**src/rtl/fifo_serial_tx.sv**
```systemverilog
// FIFO-fed UART-style transmitter: pops one word, sends start, DATA_W bits LSB first, stop.
// Optional even-parity bit between data and stop when FIFO_SERIAL_TX_PARITY_EN is defined.
module fifo_serial_tx #(
  parameter int DATA_W   = 10,
  parameter int BAUD_DIV = 4
) (
  input  logic              clock,
  input  logic              reset,
  input  logic              enable,
  input  logic [DATA_W-1:0] fifo_data,
  input  logic              fifo_val,
  output logic              fifo_read,
  output logic              tx,
  output logic              busy,
  output logic              done
);
  localparam int BW = (DATA_W   > 1) ? $clog2(DATA_W)   : 1;
  localparam int CW = (BAUD_DIV > 1) ? $clog2(BAUD_DIV) : 1;

  typedef enum logic [2:0] {
    IDLE,
    START,
    DATA,
`ifdef FIFO_SERIAL_TX_PARITY_EN
    PARITY,
`endif
    STOP
  } state_t;

  state_t            state, state_nx;
  logic [BW-1:0]     bit_cnt, bit_nx;
  logic [CW-1:0]     baud_cnt, baud_nx;
  logic [DATA_W-1:0] shreg, sh_nx;
  logic              tx_nx, busy_nx, done_nx;
  logic              last;
`ifdef FIFO_SERIAL_TX_PARITY_EN
  logic              par, par_nx;
`endif

  // Gated by reset so no pop strobe leaks out while the block is held in reset.
  assign fifo_read = reset & (state == IDLE) & fifo_val & enable;
  assign last      = (baud_cnt == CW'(BAUD_DIV - 1));

  always_ff @(posedge clock or negedge reset) begin
    if (!reset) begin
      state    <= IDLE;
      bit_cnt  <= '0;
      baud_cnt <= '0;
      shreg    <= '0;
      tx       <= 1'b1;
      busy     <= 1'b0;
      done     <= 1'b0;
`ifdef FIFO_SERIAL_TX_PARITY_EN
      par      <= 1'b0;
`endif
    end else begin
      state    <= state_nx;
      bit_cnt  <= bit_nx;
      baud_cnt <= baud_nx;
      shreg    <= sh_nx;
      tx       <= tx_nx;
      busy     <= busy_nx;
      done     <= done_nx;
`ifdef FIFO_SERIAL_TX_PARITY_EN
      par      <= par_nx;
`endif
    end
  end

  always_comb begin
    state_nx = state;
    bit_nx   = bit_cnt;
    baud_nx  = baud_cnt;
    sh_nx    = shreg;
    tx_nx    = tx;
    busy_nx  = busy;
    done_nx  = 1'b0;
`ifdef FIFO_SERIAL_TX_PARITY_EN
    par_nx   = par;
`endif
    if (state != IDLE) baud_nx = last ? '0 : baud_cnt + CW'(1);
    case (state)
      IDLE: if (fifo_read) begin
        sh_nx    = fifo_data;
        state_nx = START;
        tx_nx    = 1'b0;
        busy_nx  = 1'b1;
        baud_nx  = '0;
        bit_nx   = '0;
`ifdef FIFO_SERIAL_TX_PARITY_EN
        par_nx   = ^fifo_data;
`endif
      end
      START: if (last) begin
        state_nx = DATA;
        bit_nx   = '0;
        tx_nx    = shreg[0];
      end
      DATA: if (last) begin
        sh_nx = shreg >> 1;
        if (bit_cnt == BW'(DATA_W - 1)) begin
`ifdef FIFO_SERIAL_TX_PARITY_EN
          state_nx = PARITY;
          tx_nx    = par;
`else
          state_nx = STOP;
          tx_nx    = 1'b1;
`endif
        end else begin
          bit_nx = bit_cnt + BW'(1);
          tx_nx  = sh_nx[0];
        end
      end
`ifdef FIFO_SERIAL_TX_PARITY_EN
      PARITY: if (last) begin
        state_nx = STOP;
        tx_nx    = 1'b1;
      end
`endif
      STOP: if (last) begin
        state_nx = IDLE;
        done_nx  = 1'b1;
        busy_nx  = 1'b0;
        bit_nx   = '0;
      end
      default: state_nx = IDLE;
    endcase
  end
endmodule

```
**config.mk**
```make
export PLATFORM = sky130hd
export DESIGN_NAME = fifo_serial_tx
export DESIGN_NICKNAME = d
export VERILOG_FILES = /design/src/rtl/fifo_serial_tx.sv
export SDC_FILE = /design/constraint.sdc
export NUM_CORES = 1
export LEC_CHECK = 0
export ABC_AREA = 1
export CAP_MARGIN = 20
export CORE_AREA = 2 2 52 54
export CTS_CLUSTER_SIZE = 30
export DETAILED_ROUTE_END_ITERATION = 6
export DIE_AREA = 0 0 54 56
export GPL_ROUTABILITY_DRIVEN = 0
export PLACE_DENSITY = 0.74
export SLEW_MARGIN = 0
export SYNTH_ARGS = -nofsm -noshare
export SYNTH_HDL_FRONTEND = slang
export SYNTH_SLANG_ARGS = --single-unit
```
**constraint.sdc**
```tcl
create_clock -name clock -period 1.65 [get_ports clock]
set_input_delay 0.2475 -clock clock [delete_from_list [all_inputs] [get_ports clock]]
set_output_delay 0.2475 -clock clock [all_outputs]
set_load 0.1 [all_outputs]
```
==> results of run 1 <==
## where the power goes
part	leakage [nW]	internal, mW	switching, mW	total [mW]
Sequential	0.267	0.744	0.142	0.886
Clock	0.0150	0.0943	0.158	0.253
Combinational	0.607	0.842	1.24	2.08
Total	0.888	1.68	1.54	3.22
## metal layers
layer / part of all wire [%] / track usage, % / vias up / routed length (um)
li1: - / - / 589 / -
met4: 1.7 / 7.857 / 0 / 44
met3: 3.3 / 2.419 / 6 / 84
met1: 42 / 21.99 / 505 / 1090
met2: 53 / 35.19 / 23 / 1362
met5: 0 / 0 / - / 0
## cell type report
| type | instances | area [um^2] |
|---|---|---|
| fill | 204 | 785.8 |
| multi-input combinational | 130 | 676.9 |
| inverter | 15 | 56.30 |
| tap | 30 | 37.54 |
| timing repair buffer | 32 | 322.8 |
| clock buffer | 4 | 26.28 |
| sequential | 21 | 526.8 |
## cells in the mapped netlist, drive strengths merged
library cell | number | share of area, %
nand2 | 87 | 27
dfrtp | 20 | 41
inv | 15 | 4.6
nor2 | 11 | 4.4
nand3 | 9 | 3.7
o21ai | 9 | 4.3
ha | 8 | 8.2
buf | 2 | 1.3
nand4 | 2 | 1.0
a22oi | 1 | 0.61
and2 | 1 | 0.51
clkbuf | 1 | 0.31
dfstp | 1 | 2.1
o21a | 1 | 0.61
xor2 | 1 | 0.71
## cells by family (layout without fill, tap and decap cells)
group,after synthesis,count (layout)
buf+inv,18,51
flops,21,21
compound gates,11,11
xor+xnor,1,1
fa+ha+maj,8,8
simple gates,110,110
## what timing repair did
item,4_1_cts,5_1_grt
setup buffers,4,0
resized for setup,4,6
endpoints found under the setup margin,1,15
hold buffers,0,0
pin swaps,2,1
## flip-flops by register name, indices dropped and copies added (netlist names)
| register | cells |
|---|---|
| state | 2 |
| shreg | 10 |
| done | 1 |
| baud_cnt | 2 |
| busy | 1 |
| tx | 1 |
| bit_cnt | 4 |
## worst max path at each step
stage          startpoint         to  slack, ns  cells past startpoint
2_1_floorplan    state[1]       busy      -0.08                      7
3_3_place_gp     state[1]   state[0]       0.08                      7
3_5_place_dp     state[1]   state[0]       0.05                      7
4_1_cts          state[0]   state[0]       0.02                      8
5_1_grt          state[0]  fifo_read       0.01                      5
6_report         state[0]  fifo_read       0.07                      5
## worst max-delay path, stage by stage (launching register included)
cell     delay (ns)
dfrtp_1        0.41
inv_2          0.08
ha_4           0.14
nand2_2        0.07
nor2_4         0.14
buf_12         0.18
==> results.sh, run 1 <==
export IMPL_status="finished, final reports clean"
export IMPL_routed_via_density=4.841
export IMPL_netlist_area_mm2=0.001226
export IMPL_p_total_mw=3.216
export IMPL_synth_compound_area_share_pct=5.510
export IMPL_final_util_pct=67.70
export IMPL_worst_slew_pin_slew_ns=0.2656
export IMPL_cts_tree="built"
export IMPL_place_area_mm2=0.001559
export IMPL_fin_crit_sh_pct=95.60
export IMPL_maxCapViolCount=0
export IMPL_dr_pass1_iters=4
export IMPL_core_area_mm2=0.002432
export IMPL_portBuffers=17
export IMPL_dpl_hpwl_um=1981
export IMPL_grt_pass1_wl_um=4422
export IMPL_design_area_mm2=0.001647
export IMPL_setup_viol=0
export IMPL_rsz0062_at_grt="false"
export IMPL_synth_top_family_by_area="simple AND/OR/NAND/NOR gates"
export IMPL_r2r_start="state[0]"
export IMPL_grt_pass1_vias=1124
export IMPL_rows=18
export IMPL_yosys_area_share_adder_pct=8.163
export IMPL_drc=0
export IMPL_wl_per_cell_um=11.13
export IMPL_synth_seq_area_share_pct=42.96
export IMPL_syn_nets=191
export IMPL_cts_clk_slew_worst_paths_ns=0.12
export IMPL_grt_total_usage_pct=19.45
export IMPL_cp_max_fo=2
export IMPL_ys_warnings_count=0
export IMPL_drtIter0Drc=18
export IMPL_start_util_pct=50.41
export IMPL_critPathArrivalTime_ns=1.33
export IMPL_hold_slack_ns=0.3374
export IMPL_synth_xor_area_share_pct=0.7143
export IMPL_syn_mean_instance_area_um2=7.255
export IMPL_power_leakage_nw=0.8884
export IMPL_r2r_cells=10
export IMPL_ios=18
export IMPL_rr_endpoint="shreg[6]"
export IMPL_synth_seq_cells=21
export IMPL_insertion_delay_ns=0.30
export IMPL_peakVddDrop_v=0.001326
export IMPL_clockRootBuffer="clkbuf_4"
export IMPL_critical_path_endpoint_type="output port"
export IMPL_clk_path_buf_depth=2
export IMPL_slew_headroom_pct=82.29
export IMPL_gr_total_overflow=0
export IMPL_final_common_cell="nand2_1"
export IMPL_dp_slack_ns=0.04518
export IMPL_instances_no_fill=232
export IMPL_routed_wl_um=2582
export IMPL_critical_path_class="register to output port"
export IMPL_grt_max_degree=22
export IMPL_final_cell_mix="nand2_1 (85), dfrtp_1 (20), buf_4 (15)"
export IMPL_die_w_um=54
export IMPL_antenna_cells=0
export IMPL_dieArea_mm2=0.003024
export IMPL_die_y_um=56
export IMPL_finalHoldViolations=0
export IMPL_hold_path_class="primary input to asynchronous set/reset pin"
export IMPL_fin_skew_ns=0.003299
export IMPL_drv_slew=0
export IMPL_p_per_area_mw_per_mm2=1953
export IMPL_num_nets_final=225
export IMPL_drive_above_1_share_pct=18.32
export IMPL_cts_made_buffers=3
export IMPL_route_vias_total=1123
export IMPL_worst_r2r_setup_slack_ns=0.13
export IMPL_synthCells=169
export IMPL_cts_sinks=21
export IMPL_synthSimpleGateAreaFrac_pct=36.43
export IMPL_ant_nets=0
export IMPL_area_growth_pct=34.29
export IMPL_cts_max_level=1
export IMPL_timing_final_ws_setup_ns=0.07260
export IMPL_period_needed_ns=1.577
export IMPL_required_ns=1.40
export IMPL_synth_mux_area_share_pct=0
export IMPL_antenna_found_initial=0
export IMPL_ys_types=21
export IMPL_place_inst=225
export IMPL_crit_path_start_kind="register"
export IMPL_tns_ns=0
export IMPL_clock_fmax_ghz=0.6340
No activity file was read; power rests on OpenSTA's default activity.
==> inputs of run 2 (changes only) <==
Settings changed: GPL_TIMING_DRIVEN set to 0, SETUP_SLACK_MARGIN set to 0.05.
==> run 2 against run 1 <==
Against the previous run:
- first-iteration DRC count is the same
- total power is 4.2% lower
- sequential power decreased by 2%
- register-to-register slack worse by 0.04 ns
- combinational power fell by 6%
- die area unchanged
- final area decreased by 4.8%
- critical endpoint unchanged
==> results.sh, run 2 (same netlist as run 1, synthesis figures left out) <==
export IMPL_status="finished, final reports clean"
export IMPL_switching_share_pct=50.61
export IMPL_drtIter0Drc=18
export IMPL_cts_sinks=21
export IMPL_routed_via_density=4.947
export IMPL_slew_headroom_pct=60.71
export IMPL_critPathArrivalTime_ns=1.38
export IMPL_worst_r2r_setup_slack_ns=0.09
export IMPL_peakVddDrop_v=0.001373
export IMPL_seqPwrFrac_pct=28.2
export IMPL_fin_skew_ns=0.007058
export IMPL_cts_max_level=1
export IMPL_p_per_area_mw_per_mm2=1964
export IMPL_grt_total_usage_pct=19.81
export IMPL_seq_area_um2=526.8
export IMPL_hold_path_class="primary input to asynchronous set/reset pin"
export IMPL_clock_fmax_ghz=0.6148
export IMPL_die_y_um=56
export IMPL_p_clk_share_pct=8.4
export IMPL_largest_reg_flops=10
export IMPL_crit_path_start_kind="register"
export IMPL_grt_pass1_wl_um=4512
export IMPL_core_area_mm2=0.002432
export IMPL_worst_slew_pin_slew_ns=0.5894
export IMPL_dr_pass1_iters=4
export IMPL_portBuffers=17
export IMPL_maxCapViolCount=0
export IMPL_drive_above_1_share_pct=18.37
export IMPL_top_regs="shreg: 10 flops, bit_cnt: 4 flops"
export IMPL_dp_slack_ns=-1.574
export IMPL_grt_max_degree=23
export IMPL_antenna_found_initial=0
export IMPL_ios=18
export IMPL_final_common_cell="nand2_1"
export IMPL_cts_clk_slew_worst_paths_ns=0.12
export IMPL_drv_slew=0
export IMPL_fillers=214
export IMPL_clk_path_buf_depth=2
export IMPL_die_w_um=54
export IMPL_power_leakage_nw=0.8559
export IMPL_period_needed_ns=1.626
export IMPL_instances_no_fill=226
export IMPL_final_cell_mix="nand2_1 (85), dfrtp_1 (20), clkdlybuf4s50_1 (12)"
export IMPL_p_sw_mw=1.559
export IMPL_comb_power_share_pct=63.4
export IMPL_rsz0062_at_grt="true"
export IMPL_r2r_cells=10
export IMPL_start_util_pct=50.41
export IMPL_r2r_start="state[1]"
export IMPL_antenna_cells=0
export IMPL_cts_made_buffers=3
export IMPL_rr_endpoint="state[1]"
export IMPL_critical_path_class="register to output port"
export IMPL_regMostFlops="shreg"
export IMPL_gr_total_overflow=0
export IMPL_wl_per_cell_um=12.11
export IMPL_multiInputGateArea_um2=675.6
export IMPL_drc=0
export IMPL_route_vias_total=1118
export IMPL_num_nets_final=219
export IMPL_required_ns=1.40
export IMPL_dieArea_mm2=0.003024
export IMPL_critical_path_endpoint_type="output port"
export IMPL_cts_tree="built"
export IMPL_ant_nets=0
export IMPL_tns_ns=0
export IMPL_p_int_mw=1.521
export IMPL_place_inst=216
export IMPL_dpl_hpwl_um=1926
export IMPL_area_growth_pct=27.86
export IMPL_clockRootBuffer="clkbuf_4"
export IMPL_routed_wl_um=2737
export IMPL_setup_viol=0
export IMPL_insertion_delay_ns=0.31
export IMPL_hold_buffers=0
export IMPL_fin_crit_sh_pct=98.58
export IMPL_finalHoldViolations=0
export IMPL_rows=18
export IMPL_cp_max_fo=4
export IMPL_grt_pass1_vias=1067
export IMPL_timing_final_ws_setup_ns=0.02351
==> run 2: cell count changes in the layout (fill, tap and decap cells not counted), sizes merged <==
cell,previous run,this run
buf,19,10
clkbuf,4,5
clkdlybuf4s15,0,3
clkdlybuf4s50,13,12
==> run 2: metrics by stage <==
| stage | utilization, % | cell area [um^2] | power, mW | hold WS, ns |
|---|---|---|---|---|
| floorplan | - | 1241 | 2.208 | -0.04809 |
| global placement | 59.57 | 1449 | 2.542 | 0.4588 |
| detailed placement | 59.57 | 1449 | 2.615 | 0.4659 |
| CTS | 62.60 | 1523 | 2.957 | 0.03226 |
| global route | 64.45 | 1568 | 3.350 | 0.04614 |
| finish | 64.45 | 1568 | 3.080 | 0.008801 |
==> run 2: area by class of cell <==
class,count,area share [%]
clock buffers,4,1.676
repair buffers,23,14.29
well taps,30,2.394
multi-input cells,130,43.10
inverters,15,3.591
flip-flops and latches,21,33.60
plain buffers,3,1.357
==> run 2: worst max-delay path by stage <==
| stage | from | end | slack [ns] |
|---|---|---|---|
| final | state[1] | fifo_read | 0.02 |
| after detailed placement | reset | fifo_read | -1.57 |
| after floorplan | state[1] | busy | -0.08 |
| after global routing | state[0] | fifo_read | -0.03 |
| after CTS | state[0] | fifo_read | -0.002 |
| after global placement | reset | fifo_read | -1.54 |
==> run 2: worst max-delay path: stages, from the launching register on <==
cell and delay, ns:
dfrtp_1 0.42, inv_2 0.10, ha_4 0.17, nand2_4 0.06, nor2_4 0.13, buf_12 0.18
==> run 2: what timing repair did <==
| action | CTS | global route |
|---|---|---|
| pin swaps | 2 | 6 |
| setup buffers | 3 | 3 |
| cloned | 0 | 0 |
| setup endpoints to repair | 24 | 17 |
| resized for setup | 28 | 9 |
==> run 2: power by group through the flow <==
stage	logic (mW)	clock network (mW)	registers, mW
2_1_floorplan	1.14	0	1.07
3_3_place_gp	1.66	0	0.882
3_5_place_dp	1.72	0	0.895
4_1_cts	1.82	0.263	0.869
5_1_grt	2.17	0.291	0.890
6_report	1.95	0.259	0.868
==> run 2: routing by layer <==
layer  vias to the layer above  GRT usage, %  wire (um)
li1                        575             -          -
met1                       508         22.58       1213
met2                        30         35.89       1406
met3                         5         3.226         85
met4                         0         6.429         31
met5                         -             0          0
==> inputs of run 3 (changes only) <==
Settings changed: CAP_MARGIN 20 to unset, CTS_CLUSTER_SIZE 30 to unset, SETUP_SLACK_MARGIN 0.05 to 0.1.
==> run 3 against run 2 <==
Against the previous run:
- register-to-register slack lost 0.03 ns
- global-route usage grew 0.054 points
- total power grew 18%
- critical path type unchanged
- clock power is essentially flat
- highest routed layer unchanged
==> results.sh, run 3 (same netlist as run 1, synthesis figures left out) <==
export IMPL_routed_via_density=4.948
export IMPL_largest_reg_flops=10
export IMPL_status="finished, final reports clean"
export IMPL_final_common_cell="nand2_1"
export IMPL_drc=0
export IMPL_dieArea_mm2=0.003024
export IMPL_setup_viol=0
export IMPL_worst_r2r_setup_slack_ns=0.06
export IMPL_worst_slew_pin_slew_ns=0.5888
export IMPL_critPathArrivalTime_ns=1.39
export IMPL_fillers=194
export IMPL_required_ns=1.40
export IMPL_cts_sinks=21
export IMPL_portBuffers=17
export IMPL_p_per_area_mw_per_mm2=2090
export IMPL_critical_path_class="register to output port"
export IMPL_top_regs="shreg: 10 flops, bit_cnt: 4 flops"
export IMPL_rr_endpoint="state[0]"
export IMPL_wl_per_cell_um=12.71
export IMPL_dpl_hpwl_um=1926
export IMPL_dr_pass1_iters=4
export IMPL_r2r_start="state[0]"
export IMPL_ios=18
export IMPL_start_util_pct=50.41
export IMPL_cts_clk_slew_worst_paths_ns=0.12
export IMPL_clock_fmax_ghz=0.6101
export IMPL_maxCapViolCount=0
export IMPL_critical_path_endpoint_type="output port"
export IMPL_finalHoldViolations=0
export IMPL_grt_total_usage_pct=19.86
export IMPL_grt_max_degree=23
export IMPL_antenna_cells=0
export IMPL_hold_path_class="primary input to asynchronous set/reset pin"
export IMPL_tns_ns=0
export IMPL_crit_path_start_kind="register"
export IMPL_place_area_mm2=0.001449
export IMPL_cts_made_buffers=3
export IMPL_slew_headroom_pct=60.75
export IMPL_num_nets_final=222
export IMPL_antenna_found_initial=0
export IMPL_clockRootBuffer="clkbuf_4"
export IMPL_clk_path_buf_depth=2
export IMPL_die_y_um=56
export IMPL_fin_skew_ns=0.0009943
export IMPL_p_total_mw=3.638
export IMPL_area_growth_pct=41.94
export IMPL_drv_slew=0
export IMPL_dp_slack_ns=-1.574
export IMPL_cpPeakStageDelay_ns=0.42
export IMPL_crit_chain="inv_2 > ha_4 > nand2_4 > nor2_4 > buf_12"
export IMPL_power_leakage_nw=0.9176
export IMPL_grt_pass1_vias=1076
export IMPL_drtIter0Drc=19
export IMPL_rsz0062_at_grt="true"
export IMPL_peakVddDrop_v=0.001619
export IMPL_gr_total_overflow=0
export IMPL_routed_wl_um=2911
export IMPL_route_vias_total=1133
export IMPL_ant_nets=0
export IMPL_die_w_um=54
export IMPL_insertion_delay_ns=0.31
export IMPL_timing_final_ws_setup_ns=0.01088
export IMPL_cts_max_level=1
export IMPL_cp_slowest_cell="dfrtp_1"
export IMPL_grt_pass1_wl_um=4512
export IMPL_design_area_mm2=0.001740
export IMPL_fin_crit_sh_pct=99.34
export IMPL_cts_tree="built"
export IMPL_rows=18
export IMPL_cp_max_fo=4
export IMPL_core_area_mm2=0.002432
export IMPL_regMostFlops="shreg"
export IMPL_period_needed_ns=1.639
export IMPL_final_cell_mix="nand2_1 (69), dfrtp_1 (20), clkdlybuf4s50_1 (12)"
export IMPL_r2r_cells=10
export IMPL_drive_above_1_share_pct=28.64
==> run 3: worst max path at each step <==
stage              from        end  slack (ns)  cells after the start
3_5_place_dp      reset  fifo_read       -1.57                      4
6_report       state[0]  fifo_read        0.01                      5
2_1_floorplan  state[1]       busy       -0.08                      7
4_1_cts        state[0]  fifo_read       -0.07                      5
5_1_grt        state[0]  fifo_read       -0.05                      5
3_3_place_gp      reset  fifo_read       -1.54                      4
==> run 3: per-layer routing <==
layer,GRT usage [%],wire [um],vias to the layer above
met5,0,0,-
met4,6.429,38,0
met3,3.226,90,5
met2,36.59,1514,23
met1,22.07,1269,525
li1,-,-,580
==> run 3: final cells by class <==
type / instances / area (um^2) / area share (%)
buffer: 3 / 25.02 / 1.438
tap: 30 / 37.54 / 2.157
timing repair buffer: 26 / 282.8 / 16.25
inverter: 15 / 58.81 / 3.379
sequential: 21 / 526.8 / 30.27
multi-input combinational: 130 / 783.3 / 45.00
clock buffer: 4 / 26.28 / 1.510
==> run 3: report_power, final <==
| group | internal [mW] | total [mW] | switching, mW |
|---|---|---|---|
| clock | 0.0945 | 0.262 | 0.167 |
| combinational | 0.984 | 2.47 | 1.48 |
| sequential | 0.744 | 0.908 | 0.165 |
| total | 1.82 | 3.64 | 1.82 |
==> run 3: critical path: cells and delay by family (launching register included) <==
kind	cells	cell delay (ns)
adders and majority gates	1	0.17
buffers and inverters	2	0.27
DFF	1	0.42
and+or+nand+nor	2	0.21
==> run 3: what timing repair did <==
action | CTS | global route
cloned | 0 | 1
gates resized for setup | 31 | 38
hold buffers | 0 | 0
buffers inserted | 3 | 5
setup endpoints to repair | 24 | 21
pin swaps | 1 | 14
==> run 3: per-stage QoR <==
step,utilization [%],instances,hold WS [ns]
floorplan,-,169,-0.04809
CTS,62.91,223,0.02163
detailed placement,59.57,216,0.4659
finish,71.55,229,0.009300
global route,71.55,229,0.04614
global placement,59.57,216,0.4588
==> edit 1, RTL diff (flow settings as in run 2) <==
Take the reset off `shreg` and load it in a clocked block of its own.
--- a/src/rtl/fifo_serial_tx.sv
+++ b/src/rtl/fifo_serial_tx.sv
@@ -47,5 +47,4 @@
       bit_cnt  <= '0;
       baud_cnt <= '0;
-      shreg    <= '0;
       tx       <= 1'b1;
       busy     <= 1'b0;
@@ -58,5 +57,4 @@
       bit_cnt  <= bit_nx;
       baud_cnt <= baud_nx;
-      shreg    <= sh_nx;
       tx       <= tx_nx;
       busy     <= busy_nx;
@@ -66,4 +64,8 @@
 `endif
     end
+  end
+
+  always_ff @(posedge clock) begin
+    shreg <= sh_nx;
   end
 
Check against the original RTL: no difference found for any inputs over 10 cycles, from zero or initial values and one cycle with reset low; that may be too few to reach the edited logic, so the function may still have changed.
==> edit 1 against run 2 <==
- synthesized area down 4.3%
- final area shrank 0.64%
- sequential cell count unchanged
- power shrank 4.1%
- routed wire length fell by 9.6%
- cell count is 12% lower
- worst setup slack gained 0.021 ns
- critical path type unchanged
- via count is 10% lower
==> edit 1: results (changes against run 2) <==
[run]
max_cap_violations = 0  ; unchanged

[detailed_routing]
first_iter_violations = 13  ; was 18
num_vias = 1005  ; was 1,118
drt-pass1-iter-count = 4  ; unchanged
wl_per_cell_um = 12.4  ; was 12.1 um

[clocking]
clk_pin_slew_ns = 0.12  ; about the same
ctsRootBufferMaster = clkbuf_4  ; unchanged
cts_resized = 26  ; was 28

[grt]
grt_usage_pct = 17.5  ; was 19.8%
antenna_found_initial = 0  ; unchanged
grt_pass1_vias = 942  ; was 1,067
grt_pass1_wl_um = 4010  ; was 4510 um
grt_max_degree = 13  ; was 23

[synthesis]
synth_cell_types = 24  ; was 21
synth-edff-count = 10  ; was 0
syn_nets = 161  ; was 191
synth_commonest_cells = 55 x nand2_1, 16 x inv_1, 12 x nor2_1  ; was 86 x nand2_1, 20 x dfrtp_1, 14 x inv_1
synth_top_area_share_pct = 25.6  ; was 40.8%
ys_seq_area_share_pct = 49.1  ; was 43.0%
ys_top_cells_by_area = edfxtp_1 26%, dfrtp_1 21%, nand2_1 18%, ha_1 8.5%, inv_1 5.1%  ; was dfrtp_1 41%, nand2_1 26%, ha_1 8.2%, inv_1 4.3%, nand3_1 3.7%
synthFlopType = edfxtp_1  ; was dfrtp_1
synthArstFlopShare_pct = 52.4  ; was 100%
synth_area_per_cell_um2 = 8.44  ; was 7.26 um^2

[power]
intPower_mw = 1.56  ; was 1.52 mW
ir_drop_v = 0.00128  ; was 0.00137 V
power.total_mw = 2.95  ; was 3.08 mW
cellLeakagePower_nw = 0.771  ; was 0.856 nW
combPwrFrac_pct = 58.8  ; was 63.4%
clock_power_uw = 249  ; was 259 uW

[placement]
port_buffers = 17  ; unchanged
dp.cells = 186  ; was 216
place_ws_ns = -1.21  ; was -1.57 ns
place_hpwl_um = 1670  ; was 1930 um
postPlaceCellArea_mm2 = 0.00140  ; was 0.00145 mm^2

[sta]
clock_skew_ns = 0.00155  ; was 0.00706 ns
min_period_ns = 1.61  ; was 1.63 ns
tightest_slew_ns = 0.549  ; was 0.589 ns

[cells_and_area]
fin_cells = 199  ; was 226
diodes = 0  ; unchanged
drive_above_1_share_pct = 24.3  ; was 18.4%
final.fill_count = 220  ; was 214

[hold_path]
min_to = tx$_DFFE_PN1P_
hold_class = register to register  ; was input pin to asynchronous set/reset pin

[critical_path]
r2r_cells = 8  ; was 10
cp.arrival_ns = 1.36  ; was 1.38 ns
worst_r2r_endpoint = bit_cnt[0]$_DFFE_PN0P_  ; was state[1]$_DFFE_PN0P_
worstPathMaxFanout = 4  ; unchanged

[run_status]
outcome = finished, final reports clean  ; unchanged

## edit 1: cell types whose count changed after synthesis, sizes merged, moves of 3 or more
| cell | run 2 | this run |
|---|---|---|
| nand4 | 2 | 5 |
| nand3 | 9 | 5 |
| dfrtp | 20 | 10 |
| nand2 | 87 | 57 |
| edfxtp | 0 | 10 |
| o21ai | 9 | 4 |
## edit 1: layout make-up
class | instances | area, um^2 | share of cell area, %
Multi-Input combinational cell | 98 | 574 | 36.9
Clock buffer | 3 | 22.5 | 1.45
Timing Repair inverter | 1 | 7.51 | 0.482
Tap cell | 30 | 37.5 | 2.41
Clock inverter | 1 | 5.00 | 0.321
Timing Repair Buffer | 25 | 244 | 15.7
Sequential cell | 21 | 577 | 37.0
Buffer | 3 | 17.5 | 1.12
Inverter | 17 | 72.6 | 4.66
## edit 1: logic make-up (layout without fill, tap and decap cells)
kind of cell,count (synthesis),after routing,share of synthesized area (%)
and+or+nand+nor,81,81,30.7
DFF,21,21,49.1
buffers and inverters,20,50,6.93
adders and majority gates,8,8,8.53
AOI/OAI and AO/OA,8,8,3.94
xor gates and xnor gates,1,1,0.746
## edit 1: routing by layer
metal	share of wire, %	wire (um)	up-vias	track usage (%)
met3	4.9	120	2	2.42
met4	0.53	13	0	5.36
met5	0	0	-	0
met2	54	1330	22	30.0
li1	-	-	502	-
met1	41	1000	479	22.2
## edit 1: stage by stage
step,hold slack (ns),setup TNS (ns)
after detailed placement,0.469,-12.82
after CTS,-0.108,-0.0216
after floorplan,-0.0481,-0.0970
after global placement,0.458,-11.60
final,0.488,0
after global routing,0.508,0
## edit 1: critical path, cell delays in order (launching register included)
cell	delay, ns
dfrtp_1	0.42
inv_2	0.09
ha_4	0.16
inv_6	0.04
nor3_4	0.14
buf_12	0.20
==> edit 2, RTL diff (flow settings as in run 2) <==
Without the edit above. Build with the macro `FIFO_SERIAL_TX_PARITY_EN` defined.
--- a/src/rtl/fifo_serial_tx.sv
+++ b/src/rtl/fifo_serial_tx.sv
@@ -1,4 +1,6 @@
 // FIFO-fed UART-style transmitter: pops one word, sends start, DATA_W bits LSB first, stop.
 // Optional even-parity bit between data and stop when FIFO_SERIAL_TX_PARITY_EN is defined.
+`define FIFO_SERIAL_TX_PARITY_EN
+
 module fifo_serial_tx #(
   parameter int DATA_W   = 10,
Function: no difference found for any inputs over 10 cycles, from zero or initial values and one cycle with reset low; that may be too few to reach the edited logic, so the function may still have changed.
==> edit 2 against run 2 <==
- final area grew 13%
- combinational power grew 4%
- cell count grew 5.8%
- synthesized cell count grew 5.3%
- sequential cell count grew 2
- routed wire length grew 6.0%
- clock skew shrank 0.0047 ns
- power grew 4.7%
- worst setup slack gained 0.0086 ns
- first-iteration DRC count grew 50%
- synthesized area grew 15%
- critical path type unchanged
- largest power group unchanged
==> edit 2: results (changes against run 2) <==
[placement]
place_ws_ns = -1.90  ; was -1.57 ns
postPlaceCellArea_mm2 = 0.00163  ; was 0.00145 mm^2
place_hpwl_um = 2040  ; was 1930 um
dp.cells = 225  ; was 216

[power]
combPwrFrac_pct = 62.5  ; was 63.4%
cellLeakagePower_nw = 0.862  ; was 0.856 nW
ir_drop_v = 0.00119  ; was 0.00137 V
sequentialPowerShare_pct = 29.0  ; was 28.2%
swShare_pct = 49.3  ; was 50.6%
p_sw_mw = 1.59  ; was 1.56 mW

[cells_and_area]
clock_cell_area_share_pct = 1.48  ; was 1.68%
regArea_um2 = 578  ; was 527 um^2
multi_input_gates = 128  ; was 130
top_regs = shreg (10), bit_cnt (4), state (3)  ; was shreg (10), bit_cnt (4)
layout.nonclk_buf_share_pct = 16.4  ; was 15.6%
seq_cells = 23  ; was 21
sh_seq_area_pct = 32.5  ; was 33.6%
multi_input_area_share_pct = 42.2  ; was 43.1%
final.fill_count = 188  ; was 214
drive_above_1_share_pct = 22.5  ; was 18.4%
signal_buffers = 29  ; was 26
inverters = 25  ; was 15

[clocking]
post_cts.repair.setup_buffers = 0  ; was 3
cts_resized = 27  ; was 28
clk_pin_slew_ns = 0.13
cts_hold_buf = 2  ; was 0
ctsRootBufferMaster = clkbuf_4  ; unchanged
clkLatencyLatePin_ns = 0.32

[sta]
clock_skew_ns = 0.00234  ; was 0.00706 ns
tightest_slew_ns = 0.545  ; was 0.589 ns

[detailed_routing]
num_vias = 1235  ; was 1,118
vias_per_cell = 5.17  ; was 4.95
first_iter_violations = 27  ; was 18
drt-pass1-iter-count = 4  ; unchanged
wl_um = 2900  ; was 2740 um
met3_length_um = 76  ; was 85 um
wl_met2_um = 1470  ; was 1410 um
wl_met1_um = 1340  ; was 1210 um

[grt]
grt_usage_pct = 20.7  ; was 19.8%
grt_pass1_wl_um = 4680  ; was 4510 um
grt_util_met1_pct = 27.5  ; was 22.6%
use_met2_pct = 34.8  ; was 35.9%
use_met3_pct = 2.42  ; was 3.23%
grt_pass1_vias = 1045  ; was 1,067
grt_max_degree = 23  ; unchanged

[synthesis]
syn_nets = 195  ; was 191
synth_cell_types = 29  ; was 21
synth_commonest_cells = 55 x nand2_1, 22 x dfrtp_1, 20 x inv_1  ; was 86 x nand2_1, 20 x dfrtp_1, 14 x inv_1
ys_seq_area_share_pct = 40.8  ; was 43.0%
synthFlopType = dfrtp_1  ; unchanged
ys_top_cells_by_area = dfrtp_1 39%, nand2_1 15%, inv_1 5.3%, o21ai_2 4.3%, o211ai_1 3.7%  ; was dfrtp_1 41%, nand2_1 26%, ha_1 8.2%, inv_1 4.3%, nand3_1 3.7%
syn_inst = 178  ; was 169
ys_warn_count = 0  ; unchanged

[critical_path]
r2r-start = state[0]$_DFFE_PN0P_  ; was state[1]$_DFFE_PN0P_
max_stage_delay_ns = 0.46  ; was 0.42 ns
critical_path.slowest_cell = dfrtp_2  ; was dfrtp_1
worstPathMaxFanout = 3  ; was 4

[run_status]
outcome = finished, final reports clean  ; unchanged

[edit 2: cell count changes after synthesis, sizes merged, moves of 4 or more]
cell | before | now
o211ai | 0 | 7
o21ai | 9 | 16
inv | 15 | 25
ha | 8 | 3
a21oi | 0 | 4
nand2 | 87 | 60
[edit 2: worst paths after layout]
path | end | slack, ns | depth (start not counted)
min reg2reg | tx$_DFFE_PN1P_ | 0.48 | 2
min | bit_cnt[2]$_DFFE_PN0P_ | 0.38 | 2
max | fifo_read | 0.03 | 4
min in group clock | baud_cnt[1]$_DFF_PN0_ | 0.38 | 4
max reg2reg | bit_cnt[3]$_DFFE_PN0P_ | 0.10 | 10
max in group asynchronous | state[1]$_DFFE_PN0P_ | 0.86 | 3
[edit 2: logic make-up after synthesis]
logic type                 after synthesis  share of synthesized area [%]
buffers and inverters                   27                           7.79
AOI/OAI and AO/OA                       31                           15.6
adders and majority gates                3                           2.66
DFF                                     23                           40.8
xor gates and xnor gates                 7                           4.34
and+or+nand+nor                         87                           28.8
